<file path="config.mk">
export PLATFORM = sky130hd
export DESIGN_NAME = rs232_recv
export DESIGN_NICKNAME = d
export VERILOG_FILES = /design/src/rtl/rs232_recv.sv
export SDC_FILE = /design/constraint.sdc
export NUM_CORES = 1
export LEC_CHECK = 0
export CORE_MARGIN = 2
export CORE_UTILIZATION = 30
export DETAILED_ROUTE_END_ITERATION = 7
export GPL_ROUTABILITY_DRIVEN = 0
export MAX_ROUTING_LAYER = met4
export PLACE_DENSITY_LB_ADDON = 0.12
export SKIP_CTS_REPAIR_TIMING = 1
export SYNTH_ARGS = -nofsm -noshare
export SYNTH_HDL_FRONTEND = slang
export SYNTH_SLANG_ARGS = --single-unit
</file>
<file path="constraint.sdc">
create_clock -name I_Clk -period 3 [get_ports I_Clk]
set_input_delay 0.45 -clock I_Clk [delete_from_list [all_inputs] [get_ports I_Clk]]
set_output_delay 0.45 -clock I_Clk [all_outputs]
set_load 0.05 [all_outputs]
</file>
<file path="src/rtl/rs232_recv.sv">
// rs232_recv: 8N1 asynchronous serial receiver.
//
// Oversamples I_Rxd with the system clock. The start bit is confirmed at its
// mid-point. Data bits are then sampled one bit period apart, LSB first. The
// stop bit is checked at its mid-point, and the FSM goes back to idle there so
// that a start bit directly after the stop bit is still caught.
//
// Ports
//   I_Clk       : clock, rising edge
//   I_Rst_N     : asynchronous active-low reset (release synchronised by parent)
//   I_Rxd       : serial line, idle high, asynchronous to I_Clk
//   O_Data      : last correctly framed byte, held until the next good frame
//   O_Valid     : one-cycle pulse, O_Data has just been updated
//   O_Frame_Err : one-cycle pulse, the stop bit was sampled low
//   O_Busy      : high while a frame is being received (FSM not idle)
module rs232_recv #(
  parameter int unsigned P_CLK_FREQ  = 50000000,
  parameter int unsigned P_RS232_BPS = 115200
) (
  input  logic       I_Clk,
  input  logic       I_Rst_N,
  input  logic       I_Rxd,
  output logic [7:0] O_Data,
  output logic       O_Valid,
  output logic       O_Frame_Err,
  output logic       O_Busy
);

  localparam int unsigned P_BPS_Cnt = P_CLK_FREQ / P_RS232_BPS;
  localparam int unsigned P_MID     = P_BPS_Cnt / 2;

  localparam logic [15:0] LastCnt = 16'(P_BPS_Cnt - 1);
  localparam logic [15:0] MidCnt  = 16'(P_MID);

  typedef enum logic [1:0] {
    StIdle,
    StStart,
    StData,
    StStop
  } state_e;

  state_e      state_q, state_d;
  logic [15:0] cnt_q, cnt_d;
  logic [2:0]  bit_idx_q, bit_idx_d;
  logic [7:0]  shift_q, shift_d;
  logic        valid_d, ferr_d;

  // Two synchroniser flops plus one delay flop for falling-edge detection.
  logic rxd_s1_q, rxd_s2_q, rxd_s3_q;
  logic rxd_sync;
  logic start_det;

  assign rxd_sync  = rxd_s2_q;
  assign start_det = rxd_s3_q & ~rxd_s2_q;

  always_ff @(posedge I_Clk or negedge I_Rst_N) begin
    if (!I_Rst_N) begin
      rxd_s1_q <= 1'b1;
      rxd_s2_q <= 1'b1;
      rxd_s3_q <= 1'b1;
    end else begin
      rxd_s1_q <= I_Rxd;
      rxd_s2_q <= rxd_s1_q;
      rxd_s3_q <= rxd_s2_q;
    end
  end

  always_ff @(posedge I_Clk or negedge I_Rst_N) begin
    if (!I_Rst_N) begin
      state_q   <= StIdle;
      cnt_q     <= '0;
      bit_idx_q <= '0;
      shift_q   <= '0;
    end else begin
      state_q   <= state_d;
      cnt_q     <= cnt_d;
      bit_idx_q <= bit_idx_d;
      shift_q   <= shift_d;
    end
  end

  always_comb begin
    state_d   = state_q;
    cnt_d     = cnt_q;
    bit_idx_d = bit_idx_q;
    shift_d   = shift_q;
    valid_d   = 1'b0;
    ferr_d    = 1'b0;

    case (state_q)
      StIdle: begin
        cnt_d     = '0;
        bit_idx_d = '0;
        if (start_det) begin
          state_d = StStart;
        end
      end

      StStart: begin
        if (cnt_q == MidCnt) begin
          cnt_d = '0;
          // A line already back high at mid start bit was only a glitch.
          state_d = rxd_sync ? StIdle : StData;
        end else begin
          cnt_d = cnt_q + 16'd1;
        end
      end

      StData: begin
        if (cnt_q == LastCnt) begin
          cnt_d     = '0;
          shift_d   = {rxd_sync, shift_q[7:1]};
          bit_idx_d = bit_idx_q + 3'd1;
          if (bit_idx_q == 3'd7) begin
            state_d = StStop;
          end
        end else begin
          cnt_d = cnt_q + 16'd1;
        end
      end

      StStop: begin
        if (cnt_q == LastCnt) begin
          cnt_d   = '0;
          valid_d = rxd_sync;
          ferr_d  = ~rxd_sync;
          state_d = StIdle;
        end else begin
          cnt_d = cnt_q + 16'd1;
        end
      end

      default: begin
        state_d = StIdle;
      end
    endcase
  end

  always_ff @(posedge I_Clk or negedge I_Rst_N) begin
    if (!I_Rst_N) begin
      O_Data      <= 8'h00;
      O_Valid     <= 1'b0;
      O_Frame_Err <= 1'b0;
    end else begin
      O_Valid     <= valid_d;
      O_Frame_Err <= ferr_d;
      if (valid_d) begin
        O_Data <= shift_q;
      end
    end
  end

  assign O_Busy = (state_q != StIdle);

endmodule
</file>
* After elaboration in Yosys (flattened, before gate mapping)
Index checks and enable logic that the tools add are counted.
** Operators by class
- Add/sub/neg operators :: 2
- Eq/ne operators :: 11
- Muxes and demuxes :: 16
- Bitwise gates (word level) :: 2
- Reductions and logical operators :: 7
** Operators with widths (count)
- 16-bit one-hot mux with 3 select lines :: 1
- 16-bit two-way mux :: 2
- 16-bit by 1-bit adder with 16-bit output (second input constant) :: 1
- 16-bit by 8-bit == test with 1-bit output (second input constant) :: 1
- 16-bit by 9-bit == test with 1-bit output (second input constant) :: 1
- 2-bit two-way mux :: 6
- 2-bit inequality test (second input constant) :: 5
- 2-bit one-hot mux with 4 select lines :: 1
- 3-bit one-hot mux with 2 select lines :: 1
- 5-bit AND reduction :: 1
- 2-bit == test (second input constant) :: 2
- 1-bit two-way mux :: 4
- 2-bit AND reduction :: 2
- 2-bit nonzero test :: 2
- 3-bit by 1-bit adder with 3-bit output (second input constant) :: 1
- 3-bit == test (second input constant) :: 1
- 3-bit two-way mux :: 1
- 2-bit by 1-bit == test with 1-bit output (second input constant) :: 1
- 2-bit logical NOT :: 1
- 2-bit OR reduction :: 1
- 1-bit bitwise AND :: 1
- 1-bit NOT :: 1
** Word-level totals
- Register bits after elaboration :: 42

* Depth between registers and ports, before layout
Gate-level depths: netlist of run 1.
- Depth after elaboration :: 4
- Mapped depth :: 7
- Depth with buffers taken out :: 6

* Least setup slack after synthesis of run 1
No wires, ideal clock.
- Path kind :: reg2reg
- From :: register cnt_q[1]
- To :: register O_Data[0]
- Data arrival time :: 1.617 ns
- Path slack :: 1.258 ns
- Cell stages (with the launch flop) :: 7
- Buffers on the path :: 0
- Clock period less this slack :: 1.742 ns
- Cell sequence :: dfrtp_1 -> inv_1 -> ha_1 -> nor3b_4 -> nand4_1 -> nor2_4 -> mux2_2
** On the way
- Word-level cells in the longest chain between the ends :: 3
** RTL lines
- start, declared :: line 43 : logic [15:0] cnt_q, cnt_d;
- start signal, assigned :: line 76 : cnt_q <= cnt_d;
- 16-bit by 9-bit == test with 1-bit output :: line 123 : if (cnt_q == LastCnt) begin
- 1-bit two-way mux :: line 123
- 1-bit two-way mux :: line 90 : case (state_q)
- end signal, assigned :: line 148 : O_Data <= shift_q;
- end, declared :: line 23 : output logic [7:0] O_Data,
Every way passes these cells.
A chain may end at the register's enable or synchronous reset.

==> results.py, run 1 <==
metrics = {
    "status": {
        "status": "finished clean",
    },
    "setup_path": {
        "critPathKind": "reg2out",
        "endpoint": "O_Busy",
        "required_ps": 2550,
        "r2r-end": "O_Data[2]",
        "cp-end-kind": "output port",
        "reg2reg_depth": 6,
        "critPathMaxFanout": 13,
        "reg2reg_from": "cnt_q[1]",
        "cp.arrival_ps": 1880,
        "worstSetupStartpointType": "flop",
        "r2r_slack_ps": 1080,
    },
    "timing": {
        "fin_skew_ps": 7.80,
        "fin_hold_ws_ps": 286,
        "finalHoldViolCount": 0,
        "slew_viol_final": 0,
        "finalCriticalPeriod_ps": 2330,
        "setup_violations": 0,
        "tns_ps": 0,
        "period_share_pct": 77.8,
        "max_freq_ghz": 0.429,
        "rsz0062_at_grt": "false",
        "finalWorstSetupSlack_ps": 667,
        "slew_headroom_pct": 37.8,
        "max_slew.worst_pin.slew_ps": 933,
    },
    "final_layout": {
        "final_nets": 184,
        "final_cell_area_um2": 2220,
        "drive_above_1_share_pct": 21.3,
        "area_delta_synth_final_pct": 13.2,
        "fin_util_pct": 35.0,
        "layout_commonest_cell": "dfrtp_1",
        "final_cell_mix": "dfrtp_1 (39), nor2_1 (21), mux2_2 (16), xnor2_1 (12), clkdlybuf4s50_1 (12)",
        "n_antenna_cell": 0,
    },
    "yosys": {
        "yosys_warnings": 0,
        "synth_edf_count": 0,
        "syn_area_um2": 1960,
        "ys_seq_area_share_pct": 53.7,
        "synth.distinct_cells": 37,
        "netlist_instances": 164,
        "syn_area_per_cell_um2": 12.0,
        "synthFlopType": "dfrtp_1",
        "synth_fp_nets": 171,
        "synth_seq_cells": 42,
        "async_flop_share_pct": 100,
    },
    "global_routing": {
        "grtUsageTotal_pct": 11.0,
        "grt_overflow": 0,
        "grt_antenna_before_repair": 0,
        "grt_first_pass_wirelength_um": 6070,
        "grt_max_degree": 43,
        "grt_pass1_vias": 1252,
    },
    "routing": {
        "wire_per_inst_um": 13.9,
        "wl_met1_um": 1650,
        "via_count": 1269,
        "drt-initial-drc-count": 67,
        "top_layer_used": "met4",
        "drc": 0,
        "wl_met3_um": 114,
        "wl_um": 3560,
        "first_pass_iters": 4,
        "antenna_left": 0,
        "viasPerCell": 4.98,
        "wl_met2_um": 1740,
    },
    "clock_tree": {
        "cts_buffers": 5,
        "cts_tree": "yes",
        "cts_root_buffer": "clkbuf_8",
        "clk_pin_slew_ps": 80,
        "h-tree-depth": 2,
        "clock_path_buffers": 2,
        "cts_sinks": 42,
        "clock_latency_ps": 300,
    },
    "die": {
        "std_cell_rows": 29,
        "die_h_um": 84.9,
        "core_um2": 6350,
        "dieArea_um2": 7210,
        "start_util_pct": 30.9,
        "die_w_um": 84.9,
        "pin_count": 14,
    },
    "pwr": {
        "leakagePower_nw": 0.923,
        "ir_drop_mv": 0.194,
        "power-per-cell-area_nw_per_um2": 527,
    },
    "placed_design": {
        "dpl_cell_area_um2": 2130,
        "dp_worst_setup_slack_ps": 987,
        "dp_hpwl_um": 2480,
        "io_buffers": 13,
    },
    "job": {
        "max-cap-violations": 0,
    },
    "hold_path": {
        "hold_class": "in2async",
    },
}
-- state kept, by name, indices dropped and copies added (netlist names), named ones only --
register	count
O_Data	8
O_Frame_Err	1
state_q	1
rxd_s2_q	1
O_Valid	1
shift_q	8
rxd_s3_q	1
bit_idx_q	3
cnt_q	16
rxd_s1_q	1
-- final cells by class --
class,count,area [um^2]
flip-flops and latches,42,1050
inverters,5,18.8
well taps,77,96.3
multi-input cells,110,840
repair buffers,13,125
fillers,627,4130
clock buffers,5,68.8
clock inverters,3,21.3
-- worst max-delay path: stages (launching register included) --
cell,delay [ps]
dfrtp_1,530
or2_2,360
clkdlybuf4s50_1,700
-- per-layer routing --
layer / vias to the layer above / global-route usage [%]
li1: 598 / -
met1: 649 / 13.6
met2: 16 / 17.3
met3: 6 / 2.92
met4: 0 / 3.90
met5: - / -
-- stage by stage --
stage,cells,power [W]
6_report,255,0.00117
5_1_grt,255,0.00125
4_1_cts,255,0.00120
3_5_place_dp,247,0.000824
3_3_place_gp,247,0.000818
2_1_floorplan,164,0.000794
-- worst min path at each step --
stage | start | end | cells past startpoint
6_report | I_Rst_N | bit_idx_q[1] | 1
5_1_grt | I_Rst_N | bit_idx_q[1] | 1
4_1_cts | I_Rst_N | bit_idx_q[1] | 1
3_5_place_dp | rxd_s1_q | rxd_s2_q | 0
3_3_place_gp | rxd_s1_q | rxd_s2_q | 0
2_1_floorplan | I_Rst_N | O_Data[0] | 0
-- where the power goes --
part | internal [W] | switching [W] | leakage (nW)
Sequential | 0.000603 | 0.0000657 | 0.566
Combinational | 0.0000650 | 0.0000744 | 0.312
Clock | 0.000163 | 0.000201 | 0.0441
-- logic make-up (layout without fill, tap and decap cells) --
logic type / after synthesis / in the layout / synth area share, %
AND/OR/NAND/NOR: 70 / 70 / 21.5
flip-flops: 42 / 42 / 53.7
multiplexers: 16 / 16 / 9.17
XOR/XNOR: 14 / 14 / 6.24
buffers and inverters: 12 / 26 / 3.57
AO/OA/AOI/OAI: 6 / 6 / 3.31
adder cells (fa/ha/maj): 4 / 4 / 2.55
-- cell usage after synthesis, drive strengths merged (2+ instances only) --
| library cell | count | share of area (%) |
|---|---|---|
| ha | 4 | 2.5 |
| nand4 | 9 | 3.2 |
| buf | 6 | 2.4 |
| and3 | 2 | 0.89 |
| nand3 | 9 | 2.3 |
| a311o | 2 | 1.0 |
| nor3 | 6 | 1.5 |
| and2 | 2 | 0.64 |
| nand2 | 5 | 0.96 |
| mux2 | 16 | 9.2 |
| nor3b | 3 | 1.7 |
| inv | 5 | 0.96 |
| xor2 | 2 | 0.89 |
| nor4 | 4 | 2.0 |
| xnor2 | 12 | 5.4 |
| dfstp | 3 | 4.0 |
| and4bb | 2 | 1.3 |
| nor2 | 23 | 5.2 |
| dfrtp | 39 | 50 |
Note: power is estimated with default switching activity, not from simulation.
==> run 2, diff against run 1 <==
- clock period: 3 -> 2.25 ns (I/O delays scaled with it)
==> run 2 against run 1 <==
  * Sequential power is 34% higher
  * Core utilization is 0.99 points higher
  * Critical path depth stayed put
  * Non-clock buffer count is 2 higher
  * Cell count is 0.78% higher
  * Critical path type unchanged
==> results.py, run 2 (synthesis gave the netlist of run 1 again) <==
metrics = {
    "status": {
        "status": "finished clean",
    },
    "pwr": {
        "combPwrFrac_pct": 10.8,
        "power-per-cell-area_nw_per_um2": 783,
        "seqPwrFrac_pct": 49.9,
        "clock_power_share_pct": 39.3,
        "switching_power_w": 0.000455,
        "ir_drop_mv": 0.471,
        "swShare_pct": 25.4,
        "leakagePower_nw": 0.957,
        "p_total_w": 0.00179,
        "internal_power_w": 0.00134,
    },
    "setup_path": {
        "worstSetupStartpointType": "flop",
        "r2r-end": "cnt_q[9]",
        "cp.arrival_ps": 1800,
        "required_ps": 1910,
        "cp-end-kind": "output port",
        "reg2reg_depth": 6,
        "crit_family": "buffers and inverters",
        "critPathBufInv": 1,
        "critPathKind": "reg2out",
        "reg2reg_from": "cnt_q[1]",
        "critPathMaxFanout": 11,
        "cpPeakStageDelay_ps": 700,
        "cp_slowest_cell": "clkdlybuf4s50_1",
        "r2r_slack_ps": 280,
        "crit_chain": "or2_2 > clkdlybuf4s50_1",
    },
    "routing": {
        "first_pass_iters": 3,
        "wl_met1_um": 1760,
        "wl_met2_um": 1820,
        "wl_met3_um": 106,
        "drt-initial-drc-count": 52,
        "wire_per_inst_um": 14.6,
        "drc": 0,
        "antenna_left": 0,
        "via_count": 1254,
        "top_layer_used": "met4",
        "wl_um": 3740,
        "viasPerCell": 4.88,
    },
    "timing": {
        "slew_headroom_pct": 65.9,
        "setup_violations": 0,
        "period_share_pct": 95.1,
        "finalCriticalPeriod_ps": 2140,
        "finalHoldViolCount": 0,
        "max_freq_ghz": 0.467,
        "max_slew.worst_pin.slew_ps": 510,
        "rsz0062_at_grt": "false",
        "tns_ps": 0,
        "fin_skew_ps": 5.67,
        "fin_hold_ws_ps": 1.62,
        "slew_viol_final": 0,
    },
    "hold_path": {
        "hold_class": "in2async",
    },
    "die": {
        "core_um2": 6350,
        "die_h_um": 84.9,
        "die_w_um": 84.9,
        "dieArea_um2": 7210,
        "start_util_pct": 30.9,
        "pin_count": 14,
        "std_cell_rows": 29,
    },
    "final_layout": {
        "fin_util_pct": 36.0,
        "final_nets": 186,
        "n_antenna_cell": 0,
        "top_register": "cnt_q",
        "largest_register_ffs": 16,
        "drive_above_1_share_pct": 22.2,
        "layout_commonest_cell": "dfrtp_1",
        "final_cell_mix": "dfrtp_1 (39), nor2_1 (21), mux2_2 (16), xnor2_1 (12), clkdlybuf4s50_1 (12)",
        "reg.largest.list": "cnt_q: 16 flops, O_Data: 8 flops, shift_q: 8 flops",
        "final_cell_area_um2": 2290,
        "area_delta_synth_final_pct": 16.4,
    },
    "job": {
        "max-cap-violations": 0,
    },
    "clock_tree": {
        "clock_latency_ps": 290,
        "clock_path_buffers": 2,
        "clk_pin_slew_ps": 80,
        "cts_sinks": 42,
        "cts_tree": "yes",
        "h-tree-depth": 2,
        "cts_root_buffer": "clkbuf_8",
        "cts_buffers": 5,
    },
    "placed_design": {
        "dp_hpwl_um": 2660,
        "dpl_cell_area_um2": 2150,
        "io_buffers": 13,
    },
    "global_routing": {
        "grtUsageTotal_pct": 11.7,
        "grt_overflow": 0,
        "grt_max_degree": 23,
        "grt_pass1_vias": 1311,
        "grt_antenna_before_repair": 0,
        "grt_first_pass_wirelength_um": 6480,
    },
}
## run 2: power by group through the flow
stage          Clock [W]  Combinational [W]  Sequential [W]
2_1_floorplan          0           0.000208        0.000851
3_3_place_gp           0           0.000193        0.000907
3_5_place_dp           0           0.000199        0.000909
4_1_cts         0.000732           0.000200        0.000894
5_1_grt         0.000768           0.000223        0.000909
6_report        0.000704           0.000193        0.000894
## run 2: worst register-to-register path: stages, from the launching register on
cell and delay (ps):
dfrtp_1 430, inv_1 70, ha_1 160, nor3b_4 230, nand4_2 330, a22oi_4 500
nor2_1 110
## run 2: layer usage
| metal | vias up | global-route usage (%) |
|---|---|---|
| met5 | - | - |
| met4 | 0 | 3.75 |
| met3 | 4 | 3.99 |
| met2 | 12 | 17.7 |
| met1 | 635 | 14.8 |
| li1 | 603 | - |
## run 2: final cells by class
| type | instances | area (um^2) |
|---|---|---|
| Clock buffer | 5 | 68.8 |
| Inverter | 5 | 18.8 |
| Timing Repair Buffer | 15 | 140 |
| Fill cell | 599 | 4060 |
| Clock inverter | 3 | 68.8 |
| Tap cell | 77 | 96.3 |
| Multi-Input combinational cell | 110 | 840 |
| Sequential cell | 42 | 1050 |
## run 2: worst max-delay path by stage
stage	startpoint	endpoint	slack, ps	depth (start not counted)
after floorplan	cnt_q[1]	O_Data[0]	510	6
after global placement	cnt_q[1]	O_Data[2]	310	6
after detailed placement	cnt_q[1]	cnt_q[9]	260	6
after CTS	state_q[0]	O_Busy	90	2
after global routing	state_q[0]	O_Busy	20	2
final	state_q[0]	O_Busy	110	2
## run 2: metrics by stage
| step | setup slack (ps) | cells |
|---|---|---|
| finish | 110 | 257 |
| CTS | 89.5 | 257 |
| global route | 18.2 | 257 |
| floorplan | 508 | 164 |
| detailed placement | 258 | 249 |
| global placement | 311 | 249 |
==> patch (settings of run 2) <==
Encoding of `state_e`: now one-hot (4 bits for 4 states).
--- a/src/rtl/rs232_recv.sv
+++ b/src/rtl/rs232_recv.sv
@@ -34,7 +34,7 @@
 
-  typedef enum logic [1:0] {
-    StIdle,
-    StStart,
-    StData,
-    StStop
+  typedef enum logic [3:0] {
+    StIdle  = 4'b0001,
+    StStart = 4'b0010,
+    StData  = 4'b0100,
+    StStop  = 4'b1000
   } state_e;
Function: no difference found for any inputs over 10 cycles, from zero or initial values and one cycle with I_Rst_N low; not proved beyond that.
==> patch against run 2 <==
The run now ends with negative setup slack left; global-route usage rose by 1.8 points; die area up 9.6%; core utilization rose by 2.6 points; worst setup slack got worse by 0.12 ns; synthesized cell count is 30% higher; routed wire length up 21%; sequential share of layout area fell by 4.4 points; design area up 16%; fmax fell by 5.5%; synthesized area is 10% higher; sequential cell count rose by 2; critical path type is now reg -> reg; largest cell class unchanged.
Power is not compared: it rests on default switching activity, and its combinational part moved more than twofold at a synthesized area within 25%.
==> patch: results (changes against run 2) <==
stage,metric,value,unit,change
run_status,status,"finished, violations left",,"was finished, final reports clean"
run_status,violations,negative setup slack,,
placement,postPlaceCellArea,2526,um2,was 2150 um2
grt,track_usage,13.52,%,was 11.68%
timing,max-slew-margin-rel,59.79,%,was 65.86%
routing,met3WireLength,103,um,was 106 um
worst_setup_path,cp_top_family,simple AND/OR/NAND/NOR gates,,was buffers and inverters
synth,seq_area_frac_synth,51.16,%,was 53.69%
synth,synth.avg_cell_area,10.15,um2,was 11.98 um2
synth,synthTopCellsByArea,"dfrtp_1 46%, mux2_2 8.3%, nand2_1 5.9%, dfstp_2 4.9%, o21ai_0 2.5%",,"was dfrtp_1 50%, mux2_2 9.2%, xnor2_1 5.4%, dfstp_2 4.0%, nor2_1 4.0%"
synth,synthDistinctLibCells,41,,was 37
routing,wl_met2,2065,um,was 1820 um
timing,fin_ws,-0.01320,ns,was 0.1102 ns
grt,grt_first_pass_wirelength,7955,um,was 6479 um
timing,tns,-0.01320,ns,was 0 ns
timing,finalSetupViolCount,1,,was 0
grt,grtUsageMet3,2.678,%,was 3.988%
layout,layout-drive-gt1-share,23.77,%,was 22.22%
layout,fin_nets,250,,was 186
timing,finalClockSkew,0.004527,ns,was 0.005671 ns
placement,dp_hpwl,3179,um,was 2664 um
worst_setup_path,crit_arrival,2.45,ns,was 1.80 ns
routing,drt_iter0_markers,66,,was 52
synth,syn-num-nets,220,,was 171
routing,dr.pass1.iters,4,,was 3
placement,post-place-ws,-0.0007423,ns,was 0.2585 ns
placement,placed_cells,332,,was 249
worst_setup_path,cp_max_fo,3,,was 11
worst_setup_path,cpPeakStageDelay,0.59,ns,was 0.70 ns
==> patch: layout make-up <==
cell class              instances  area [um2]
clock buffers                   5       68.82
clock inverters                 3       47.55
fillers                       680        4219
inverters                       8       30.03
multi-input cells             153        1007
flip-flops and latches         44        1106
well taps                      96       120.1
repair buffers                 31       270.3
==> patch: cells by family after synthesis <==
group / synth area share (%)
AND/OR/NAND/NOR: 21.24
flip-flops: 51.16
AO/OA/AOI/OAI: 10.01
multiplexers: 10.42
buffers and inverters: 2.836
XOR/XNOR: 2.026
adder cells (fa/ha/maj): 2.315
==> patch: path summary, 6_finish.rpt <==
path | start | end | depth (start not counted)
worst max-delay path | cnt_q[1] | state_q[3] | 7
worst min-delay path | I_Rst_N | cnt_q[10] | 2
worst max register to register | cnt_q[1] | state_q[3] | 7
worst min register to register | rxd_s1_q | rxd_s2_q | 0
max in group asynchronous | I_Rst_N | state_q[0] | 2
min in group I_Clk | rxd_s1_q | rxd_s2_q | 0
